**src/rtl/hier_seq_pkg.sv**
```systemverilog
// Shared types and helpers for the hier_seq_node hierarchy level.
package hier_seq_pkg;

  // Node sequencing states.
  typedef enum logic [1:0] {
    ST_IDLE = 2'd0,
    ST_RUN  = 2'd1,
    ST_DONE = 2'd2
  } state_e;

  // Load value for child idx: (base + idx) modulo 2^cnt_w.
  // The result is 32 bits wide; callers cast it down to their counter width.
  function automatic logic [31:0] child_load(input logic [31:0] base,
                                             input int unsigned idx,
                                             input int unsigned cnt_w);
    logic [31:0] sum;
    logic [31:0] mask;
    sum = base + idx;
    if (cnt_w >= 32) begin
      mask = '1;
    end else begin
      mask = (32'd1 << cnt_w) - 32'd1;
    end
    return sum & mask;
  endfunction

endpackage

```
**src/rtl/hier_seq_leaf.sv**
```systemverilog
// Leaf worker: a start pulse loads a down-counter. done_o is high for
// exactly one cycle, load+1 cycles after the start cycle. A start that
// arrives while the leaf is counting is ignored.
module hier_seq_leaf #(
  parameter int CNT_W = 8
) (
  input  logic             clk,
  input  logic             rst,
  input  logic             start_i,
  input  logic [CNT_W-1:0] load_i,
  output logic             done_o
);

  logic [CNT_W-1:0] cnt_q, cnt_d;
  logic             active_q, active_d;

  // Next-state logic: load on start when idle, count down while active,
  // and drop active in the cycle the count reaches zero.
  always_comb begin
    // NOTE: every always_comb output gets a default before any branch, so no path can leave it unassigned and infer a latch.
    cnt_d    = cnt_q;
    active_d = active_q;
    if (!active_q) begin
      if (start_i) begin
        cnt_d    = load_i;
        active_d = 1'b1;
      end
    end else if (cnt_q == '0) begin
      active_d = 1'b0;
    end else begin
      cnt_d = cnt_q - 1'b1;
    end
  end

  // Counter and activity registers with synchronous reset.
  always_ff @(posedge clk) begin
    // NOTE: registers take non-blocking assignments so every flop samples the pre-edge value of its inputs.
    if (rst) begin
      cnt_q    <= '0;
      active_q <= 1'b0;
    end else begin
      cnt_q    <= cnt_d;
      active_q <= active_d;
    end
  end

  assign done_o = active_q && (cnt_q == '0);

endmodule

```
**src/rtl/hier_seq_node.sv**
```systemverilog
// Hierarchy node: launches NUM_CHILD leaf workers either one after another
// (PAR_MODE=0) or all together (PAR_MODE=1), gathers their completions into
// a sticky mask, counts cycles spent in RUN (saturating) and raises a
// single done pulse once every child has finished.
module hier_seq_node
  import hier_seq_pkg::*;
#(
  parameter int NUM_CHILD = 5,
  parameter int CNT_W     = 8,
  parameter int ELAPSED_W = 16,
  parameter int PAR_MODE  = 0
) (
  input  logic                 clk,
  input  logic                 rst,
  input  logic                 start,
  input  logic [CNT_W-1:0]     load_val,
  output logic                 busy,
  output logic                 done,
  output logic [NUM_CHILD-1:0] child_done_mask,
  output logic [ELAPSED_W-1:0] elapsed
);

  localparam int PTR_W = (NUM_CHILD > 1) ? $clog2(NUM_CHILD) : 1;
  localparam logic [PTR_W-1:0] LAST_PTR = PTR_W'(NUM_CHILD - 1);

  state_e               state_q, state_d;
  logic [CNT_W-1:0]     load_q, load_d;
  logic [NUM_CHILD-1:0] start_q, start_d;
  logic [PTR_W-1:0]     ptr_q, ptr_d;
  logic [NUM_CHILD-1:0] mask_q, mask_d;
  logic [ELAPSED_W-1:0] elapsed_q, elapsed_d;
  logic [NUM_CHILD-1:0] leaf_done;

  // FSM next state, launch sequencing, completion mask and elapsed count.
  always_comb begin
    state_d   = state_q;
    load_d    = load_q;
    start_d   = '0;
    ptr_d     = ptr_q;
    mask_d    = mask_q;
    elapsed_d = elapsed_q;
    case (state_q)
      ST_IDLE: begin
        if (start) begin
          state_d   = ST_RUN;
          load_d    = load_val;
          mask_d    = '0;
          elapsed_d = '0;
          ptr_d     = '0;
          if (PAR_MODE != 0) begin
            start_d = '1;
          end else begin
            start_d[0] = 1'b1;
          end
        end
      end
      ST_RUN: begin
        if (elapsed_q != '1) begin
          elapsed_d = elapsed_q + 1'b1;
        end
        mask_d = mask_q | leaf_done;
        // Sequential mode: the child after the one that just finished is
        // started in the following cycle.
        if ((PAR_MODE == 0) && leaf_done[ptr_q] && (ptr_q != LAST_PTR)) begin
          ptr_d                 = ptr_q + 1'b1;
          start_d[ptr_q + 1'b1] = 1'b1;
        end
        if (&mask_d) begin
          state_d = ST_DONE;
        end
      end
      ST_DONE: begin
        state_d = ST_IDLE;
      end
      default: begin
        state_d = ST_IDLE;
      end
    endcase
  end

  // State registers; reset aborts any run in progress.
  always_ff @(posedge clk) begin
    if (rst) begin
      state_q   <= ST_IDLE;
      load_q    <= '0;
      start_q   <= '0;
      ptr_q     <= '0;
      mask_q    <= '0;
      elapsed_q <= '0;
    end else begin
      state_q   <= state_d;
      load_q    <= load_d;
      start_q   <= start_d;
      ptr_q     <= ptr_d;
      mask_q    <= mask_d;
      elapsed_q <= elapsed_d;
    end
  end

  // One leaf per child, each loaded with (captured base + index) wrapped.
  for (genvar i = 0; i < NUM_CHILD; i++) begin : g_child
    logic [CNT_W-1:0] child_load_w;
    assign child_load_w = CNT_W'(child_load(32'(load_q), 32'(i), CNT_W));

    hier_seq_leaf #(
      .CNT_W(CNT_W)
    ) u_leaf (
      .clk    (clk),
      .rst    (rst),
      .start_i(start_q[i]),
      .load_i (child_load_w),
      .done_o (leaf_done[i])
    );
  end

  assign busy            = (state_q != ST_IDLE);
  assign done            = (state_q == ST_DONE);
  assign child_done_mask = mask_q;
  assign elapsed         = elapsed_q;

endmodule

```
**config.mk**
```make
export PLATFORM = sky130hd
export DESIGN_NAME = hier_seq_node
export DESIGN_NICKNAME = d
export VERILOG_FILES = /design/src/rtl/hier_seq_pkg.sv /design/src/rtl/hier_seq_leaf.sv /design/src/rtl/hier_seq_node.sv
export SDC_FILE = /design/constraint.sdc
export NUM_CORES = 1
export LEC_CHECK = 0
export CORE_MARGIN = 3
export CORE_UTILIZATION = 35
export CTS_CLUSTER_DIAMETER = 40
export DETAILED_ROUTE_END_ITERATION = 7
export GPL_TIMING_DRIVEN = 0
export PLACE_DENSITY_LB_ADDON = 0.15
export SYNTH_ARGS = -nofsm -noshare
export SYNTH_HDL_FRONTEND = slang
export SYNTH_SLANG_ARGS = --single-unit
```
**constraint.sdc**
```tcl
create_clock -name clk -period 2.2 [get_ports clk]
set_input_delay 0.44 -clock clk [delete_from_list [all_inputs] [get_ports clk]]
set_output_delay 0.44 -clock clk [all_outputs]
set_load 0.02 [all_outputs]
```
Word-level counts from Yosys, hierarchy flattened:

Index checks and enable logic that the tools add are counted.

* register bits after elaboration: 84
* input port bits: 11
* output and inout bits: 23
* logic and storage cells: 127

* $add $sub $neg: 11
* order comparisons: 3
* eq/ne operators: 13
* multiplexer cells: 48
* bitwise operators: 3
* reduce and logical (&&, ||, !) cells: 32

Operator list (number)
* $mux 8: 15
* $logic_not 8->1: 5
* $sub 8x1->8 const B: 5
* $mux 16: 2
* $pmux 16 s2: 1
* $mux 1: 19
* $ne 2x2->1 const B: 9
* $add 16x1->16 const B: 1
* $add 8x2->8 const B: 2
* $ne 16x16->1 const B: 1
* $reduce_and 2->1: 8
* $reduce_bool 2->1: 7
* $pmux 5 s2: 1
* $add 8x1->8 const B: 1
* $add 8x3->8 const B: 1
* $lt 3x4->1 const B: 2
* $logic_and 1x1->1: 7
* $mux 3: 2
* $pmux 3 s2: 1
* $reduce_and 3->1: 2
* $mux 5: 1
* $or 5x5->5: 1
* $reduce_and 5->1: 1
* $mux 2: 2
* other kinds (12): 13

Depth between registers and ports, before layout:

* depth in word-level cells: 7
* gate-level depth with buffers: 8
* depth with buffers taken out: 7

Hierarchy:

A second synthesis with hierarchy kept.

* cells, all modules: 624
* area total of the unflattened synthesis: 5146.2 um^2

By module, submodules not included
* hier_seq_leaf: instances 5, cells an instance 70, area each 576.8 um^2, sequential area each 180.2 um^2
* hier_seq_node: instances 1, cells an instance 274, area each 2262.2 um^2, sequential area each 780.7 um^2

Worst setup path before layout:

No wires, ideal clock.

* path type: register to register
* start: reg g_child[2].u_leaf.cnt_q[0]
* end: reg ptr_q[0]
* library setup time: 121 ps
* data arrival time: 1908 ps
* data required time: 2079 ps
* path slack: 171 ps
* cell stages (with the launch flop): 8
* path buffers: 0
* period minus slack after synthesis: 2029 ps
* cells stage by stage: dfxtp_1 > inv_1 > ha_1 > nor2b_1 > and4_1 > mux4_2 > o211ai_2 > mux2_4

* longest elaborated chain between the ends: 7

Ends and longest elaborated chain
* from (decl): RTL line hier_seq_leaf.sv:14 `logic [CNT_W-1:0] cnt_q, cnt_d;`
* from (signal assigned): RTL line hier_seq_leaf.sv:42 `cnt_q <= cnt_d;`
* $logic_not 8->1: RTL line hier_seq_leaf.sv:47 `assign done_o = active_q && (cnt_q == '0);`
* $logic_and 1x1->1: RTL line hier_seq_leaf.sv:47
* $bmux 1 s3: RTL line hier_seq_node.sv:64 `if ((PAR_MODE == 0) && leaf_done[ptr_q] && (ptr_q != LAST_PTR)) begin`
* $mux 1 (not written as such): RTL line hier_seq_node.sv:64
* $logic_and 1x1->1: RTL line hier_seq_node.sv:64
* $ne 2x2->1 (no line)
* $reduce_and 3->1 (no line)
* to (signal assigned): RTL line hier_seq_node.sv:94 `ptr_q <= ptr_d;`
* to (decl): RTL line hier_seq_node.sv:29 `logic [PTR_W-1:0] ptr_q, ptr_d;`

No other way between the ends. The select of a mux whose other input is x is not followed.
A chain may end at the register's enable or synchronous reset.

Worst setup path after layout:

* start: reg g_child[0].u_leaf.cnt_q[0]
* end: reg ptr_q[0]

* longest elaborated chain between the ends: 7

Ends and longest elaborated chain (RTL line)
* from (decl): hier_seq_leaf.sv:14
* from (signal assigned): hier_seq_leaf.sv:42
* $logic_not 8->1: hier_seq_leaf.sv:47
* $logic_and 1x1->1: hier_seq_leaf.sv:47
* $bmux 1 s3: hier_seq_node.sv:64
* $mux 1 (not written as such): hier_seq_node.sv:64
* $logic_and 1x1->1: hier_seq_node.sv:64
* $ne 2x2->1 (no line)
* $reduce_and 3->1 (no line)

No other way between the ends. The select of a mux whose other input is x is not followed.

==> summary.md <==
| Metric | Value |
|---|---|
| Buf+Inv Stages, Crit Path | `1` |
| Clk root buf | `clkbuf_16` |
| Worst path max stage delay | `approximately 0.44 ns` |
| Slew margin rel. | `about half` |
| Required time of the critical path | `about 2.4 ns` |
| Vias in the first global route | `roughly 4700` |
| Endpoint type of the worst setup path | `flop` |
| Worst clock skew | `between 0.006 and 0.007 ns` |
| HPWL Detailed | `slightly above 10000 um` |
| Die area | `~16000 um^2` |
| Max VDD drop | `between 0.2 and 0.3 mV` |
| N_diodes | `0` |
| I/O Buffers | `33` |
| Worst R2R End | `ptr_q[0]$_SDFFE_PP0P_` |
| Power Total | `between 0.003 and 0.004 W` |
| Max Cap Violations | `0` |
| Largest net degree at the start of global routing | `14` |
| Reg-to-reg slack, setup | `around 0.077 ns` |
| Number of enable flip-flop cells after synthesis | `0` |
| Depth of the most critical reg-to-reg path | `7` |
| Arrival @ worst endpoint | `approximately 2.4 ns` |
| Overflow after GRT | `0` |
| Layout cells sized above 1 | `11.7%` |
| Post-synthesis register bit count | `84` |
| Clock Sinks | `84` |
| WHS Endpoint | `g_child[1].u_leaf.cnt_q[1]$_SDFFE_PP0P_` |
| Slowest CP cell | `nor4b_2` |
| F_max | `roughly 0.47 GHz` |
| Hold crit path type | `reg2reg` |
| GPL Wtd Cong | `0.881` |
| Final net count | `between 600 and 700` |
| Area growth syn-to-layout | `18.4%` |
| Initial Utilization | `a little over a third` |
| Crit-path max FO | `5` |
| Hold_sp | `g_child[1].u_leaf.cnt_q[1]$_SDFFE_PP0P_` |
| Period utilization | `between 90% and 100%` |
| First-pass GRT wire length | `~24000 um` |
| Post-synth ARST share | `0%` |
| Mapped Cells | `~620` |
| Detailed-route DRC error count | `0` |
| Post-Syn Area | `about 5000 um^2` |
| TritonRoute pass-1 iters | `5` |
| Vias per cell | `roughly 5.5` |
| Finished Layout Cells | `between 800 and 900` |
| Boundary pin count | `34` |
| Post-Synthesis Mean Instance Area | `8.05 um^2` |
| Final setup fails | `0` |
| Die Ht | `around 130 um` |
| Longest Clk Path Bufs | `2` |
| Total CTS buffers | `9` |
| CP Launch Type | `flop` |
| Sequential area share after synthesis | `about 33%` |
| WHS Path Cells | `2` |
| CTS tree | `yes` |
| # fillers | `1402` |
| Yosys warning total | `0` |
| Routed length per instance | `17.0 um` |
| Core ar. | `between 10000 and 15000 um^2` |
| Worst path cell trace | `inv_1, ha_1, nor4b_2, and2_4, mux4_2, o211ai_2, mux2_4` |
| CP top delay family | `simple AND/OR/NAND/NOR gates` |
| RSZ-0062 raised after global routing | `no` |
| Netlist cell types | `70` |
| Pwr dens | `615 nW/um^2` |
| Row count | `43` |
| Final worst path period need | `roughly 2.1 ns` |
| Crit. Startpoint | `g_child[0].u_leaf.cnt_q[0]$_SDFFE_PP0P_` |
| Critical path depth | `7` |
| WS Path Type | `reg2reg` |
| DP Cell Count | `about 840` |
| Total number of vias | `between 4000 and 5000` |
| Reg2reg start | `g_child[0].u_leaf.cnt_q[0]$_SDFFE_PP0P_` |
| Status | `finished clean` |
| Antenna violations before repair | `0` |
| Detailed router's first-iteration violation count | `slightly below 500` |
| Routed Antenna Nets | `0` |
| Post-synth top flop | `dfxtp_1` |
| Die Wd | `126 um` |
| Worst-skew pair later-pin latency | `approximately 0.35 ns` |
| H-tree depth | `3` |
| Slew Viols, Final | `0` |
| Clk pin slew, worst setup/hold paths | `around 0.06 ns` |
| Worst-Margin Slew | `~0.77 ns` |
| Mapped Nets | `~650` |
| Total track usage | `18.9%` |
| Routed wire length | `14500 um` |
| Leakage power | `1.98 nW` |
| Hold Fails Final Rpt | `0` |
[layer usage]
metal / wire length, um / track usage (%) / part of all wire, %
met5: 0 / 0 / 0
met4: 480 / 9.53 / 3.3
met3: 637 / 3.56 / 4.4
met2: 6610 / 29.9 / 46
met1: 6770 / 24.8 / 47
[flip-flops by register name (all words and copies together) (netlist names)]
register                 flops
child_done_mask              5
g_child.u_leaf.active_q      5
start_q                      5
load_q                       8
ptr_q                        3
state_q                      2
elapsed                     16
g_child.u_leaf.cnt_q        40
[cells by family after synthesis]
group / Yosys count / share of synthesized area [%]
buf+inv: 67 / 6.15
fa+ha+maj: 18 / 4.48
compound gates: 159 / 21.4
flops: 84 / 33.5
xor+xnor: 32 / 5.58
simple gates: 253 / 26.3
mux: 11 / 2.57
[worst max path at each step]
stage / endpoint
after floorplan: ptr_q[0]$_SDFFE_PP0P_
after global placement: start_q[0]$_SDFF_PP0_
after detailed placement: start_q[0]$_SDFF_PP0_
after CTS: ptr_q[0]$_SDFFE_PP0P_
after global routing: g_child[3].u_leaf.cnt_q[7]$_SDFFE_PP0P_
final: ptr_q[0]$_SDFFE_PP0P_
[power by group]
part | leakage, nW | switching (W) | total [W] | internal, W
Sequential | 0.683 | 0.0000418 | 0.00160 | 0.00156
Combinational | 1.15 | 0.000291 | 0.000481 | 0.000191
Clock | 0.149 | 0.000638 | 0.00158 | 0.000939
Total | 1.98 | 0.000971 | 0.00366 | 0.00269
[area by class of cell]
cell class              instances  area [um^2]  area share, %
multi-input cells             473         3070           51.7
flip-flops and latches         84         1690           28.5
repair buffers                 35          345           5.81
clock buffers                  12          256           4.31
well taps                     180          225           3.79
plain buffers                  37          199           3.35
inverters                      29          109           1.83
clock inverters                 4         47.5          0.800
[repair_timing]
| item | 4_1_cts | 5_1_grt |
|---|---|---|
| setup buffers | 1 | 1 |
| cloned | 0 | 0 |
| gates resized for setup | 7 | 14 |
| endpoints found under the setup margin | 6 | 14 |
| hold buffers | 0 | 0 |
| pin swaps | 1 | 1 |
[cells in the final DEF (no fill, tap or decap), types with 4 or more instances in the layout]
cell	netlist	routed
ha_1	18	18
xnor2_1	23	23
clkbuf_1	21	21
nor4_1	6	6
inv_1	29	29
nor2_1	62	62
o22ai_1	14	14
a211oi_1	14	14
nand2b_1	9	9
mux2i_1	8	8
a311oi_1	4	4
o31ai_1	4	4
nand2_1	85	85
buf_2	7	9
or2_2	5	5
clkdlybuf4s50_1	0	33
nor2b_1	4	4
nand3_1	20	20
buf_6	6	6
o21ai_0	26	26
a21oi_1	55	55
nand4_1	11	11
a31oi_1	5	4
o32ai_1	4	4
clkbuf_16	0	9
a22oi_1	6	6
nor3_1	14	14
xor2_1	9	9
dfxtp_2	0	5
dfxtp_1	84	78
[Yosys cell counts, types with 3 or more instances]
cell,count,area share (%)
o22ai_1,14,1.7
a31o_2,3,0.52
xor2_1,9,1.6
nor2b_1,4,0.50
buf_1,3,0.22
buf_2,7,0.70
nor4_1,6,0.75
a31oi_1,5,0.62
a311oi_1,4,0.70
o211ai_1,3,0.45
or2_2,5,0.62
nor3_1,14,1.4
ha_1,18,4.5
nor4b_1,3,0.52
nand2b_1,9,1.1
o31a_1,3,0.52
o31ai_1,4,0.60
buf_6,6,1.3
o21ai_0,26,2.6
o32ai_1,4,0.70
xnor2_1,23,4.0
a21oi_1,55,5.5
a211oi_1,14,2.1
mux2i_1,8,1.6
a22oi_1,6,0.90
nand4_1,11,1.4
nand2_1,85,6.4
a2111oi_4,3,1.6
inv_1,29,2.2
or3b_2,3,0.52
nand3_1,20,2.0
clkbuf_1,21,1.6
nor2_1,62,4.6
nand4b_1,3,0.52
dfxtp_1,84,33
and2_1,3,0.37
and4_1,4,0.70
[tightest hold or removal path, delay by kind of cell, from the launching register on]
family          cells  cell delay, ns
simple gates        1            0.05
flops               1            0.33
compound gates      1            0.05
[per-stage QoR]
| step | worst slack, ns | TNS, ns | area [um^2] | hold WS [ns] | util [%] |
|---|---|---|---|---|---|
| 6_report | 0.0767 | 0 | 5950 | 0.474 | 42.7 |
| 5_1_grt | 0.00396 | 0 | 5950 | 0.503 | 42.7 |
| 4_1_cts | 0.00765 | 0 | 5900 | 0.479 | 42.4 |
| 3_5_place_dp | -0.413 | -12.30 | 5580 | 0.470 | 40.0 |
| 3_3_place_gp | -0.440 | -12.52 | 5580 | 0.462 | 40.0 |
| 2_1_floorplan | 0.171 | 0 | 5020 | 0.445 | - |
Power figures use the tool's default switching activity.
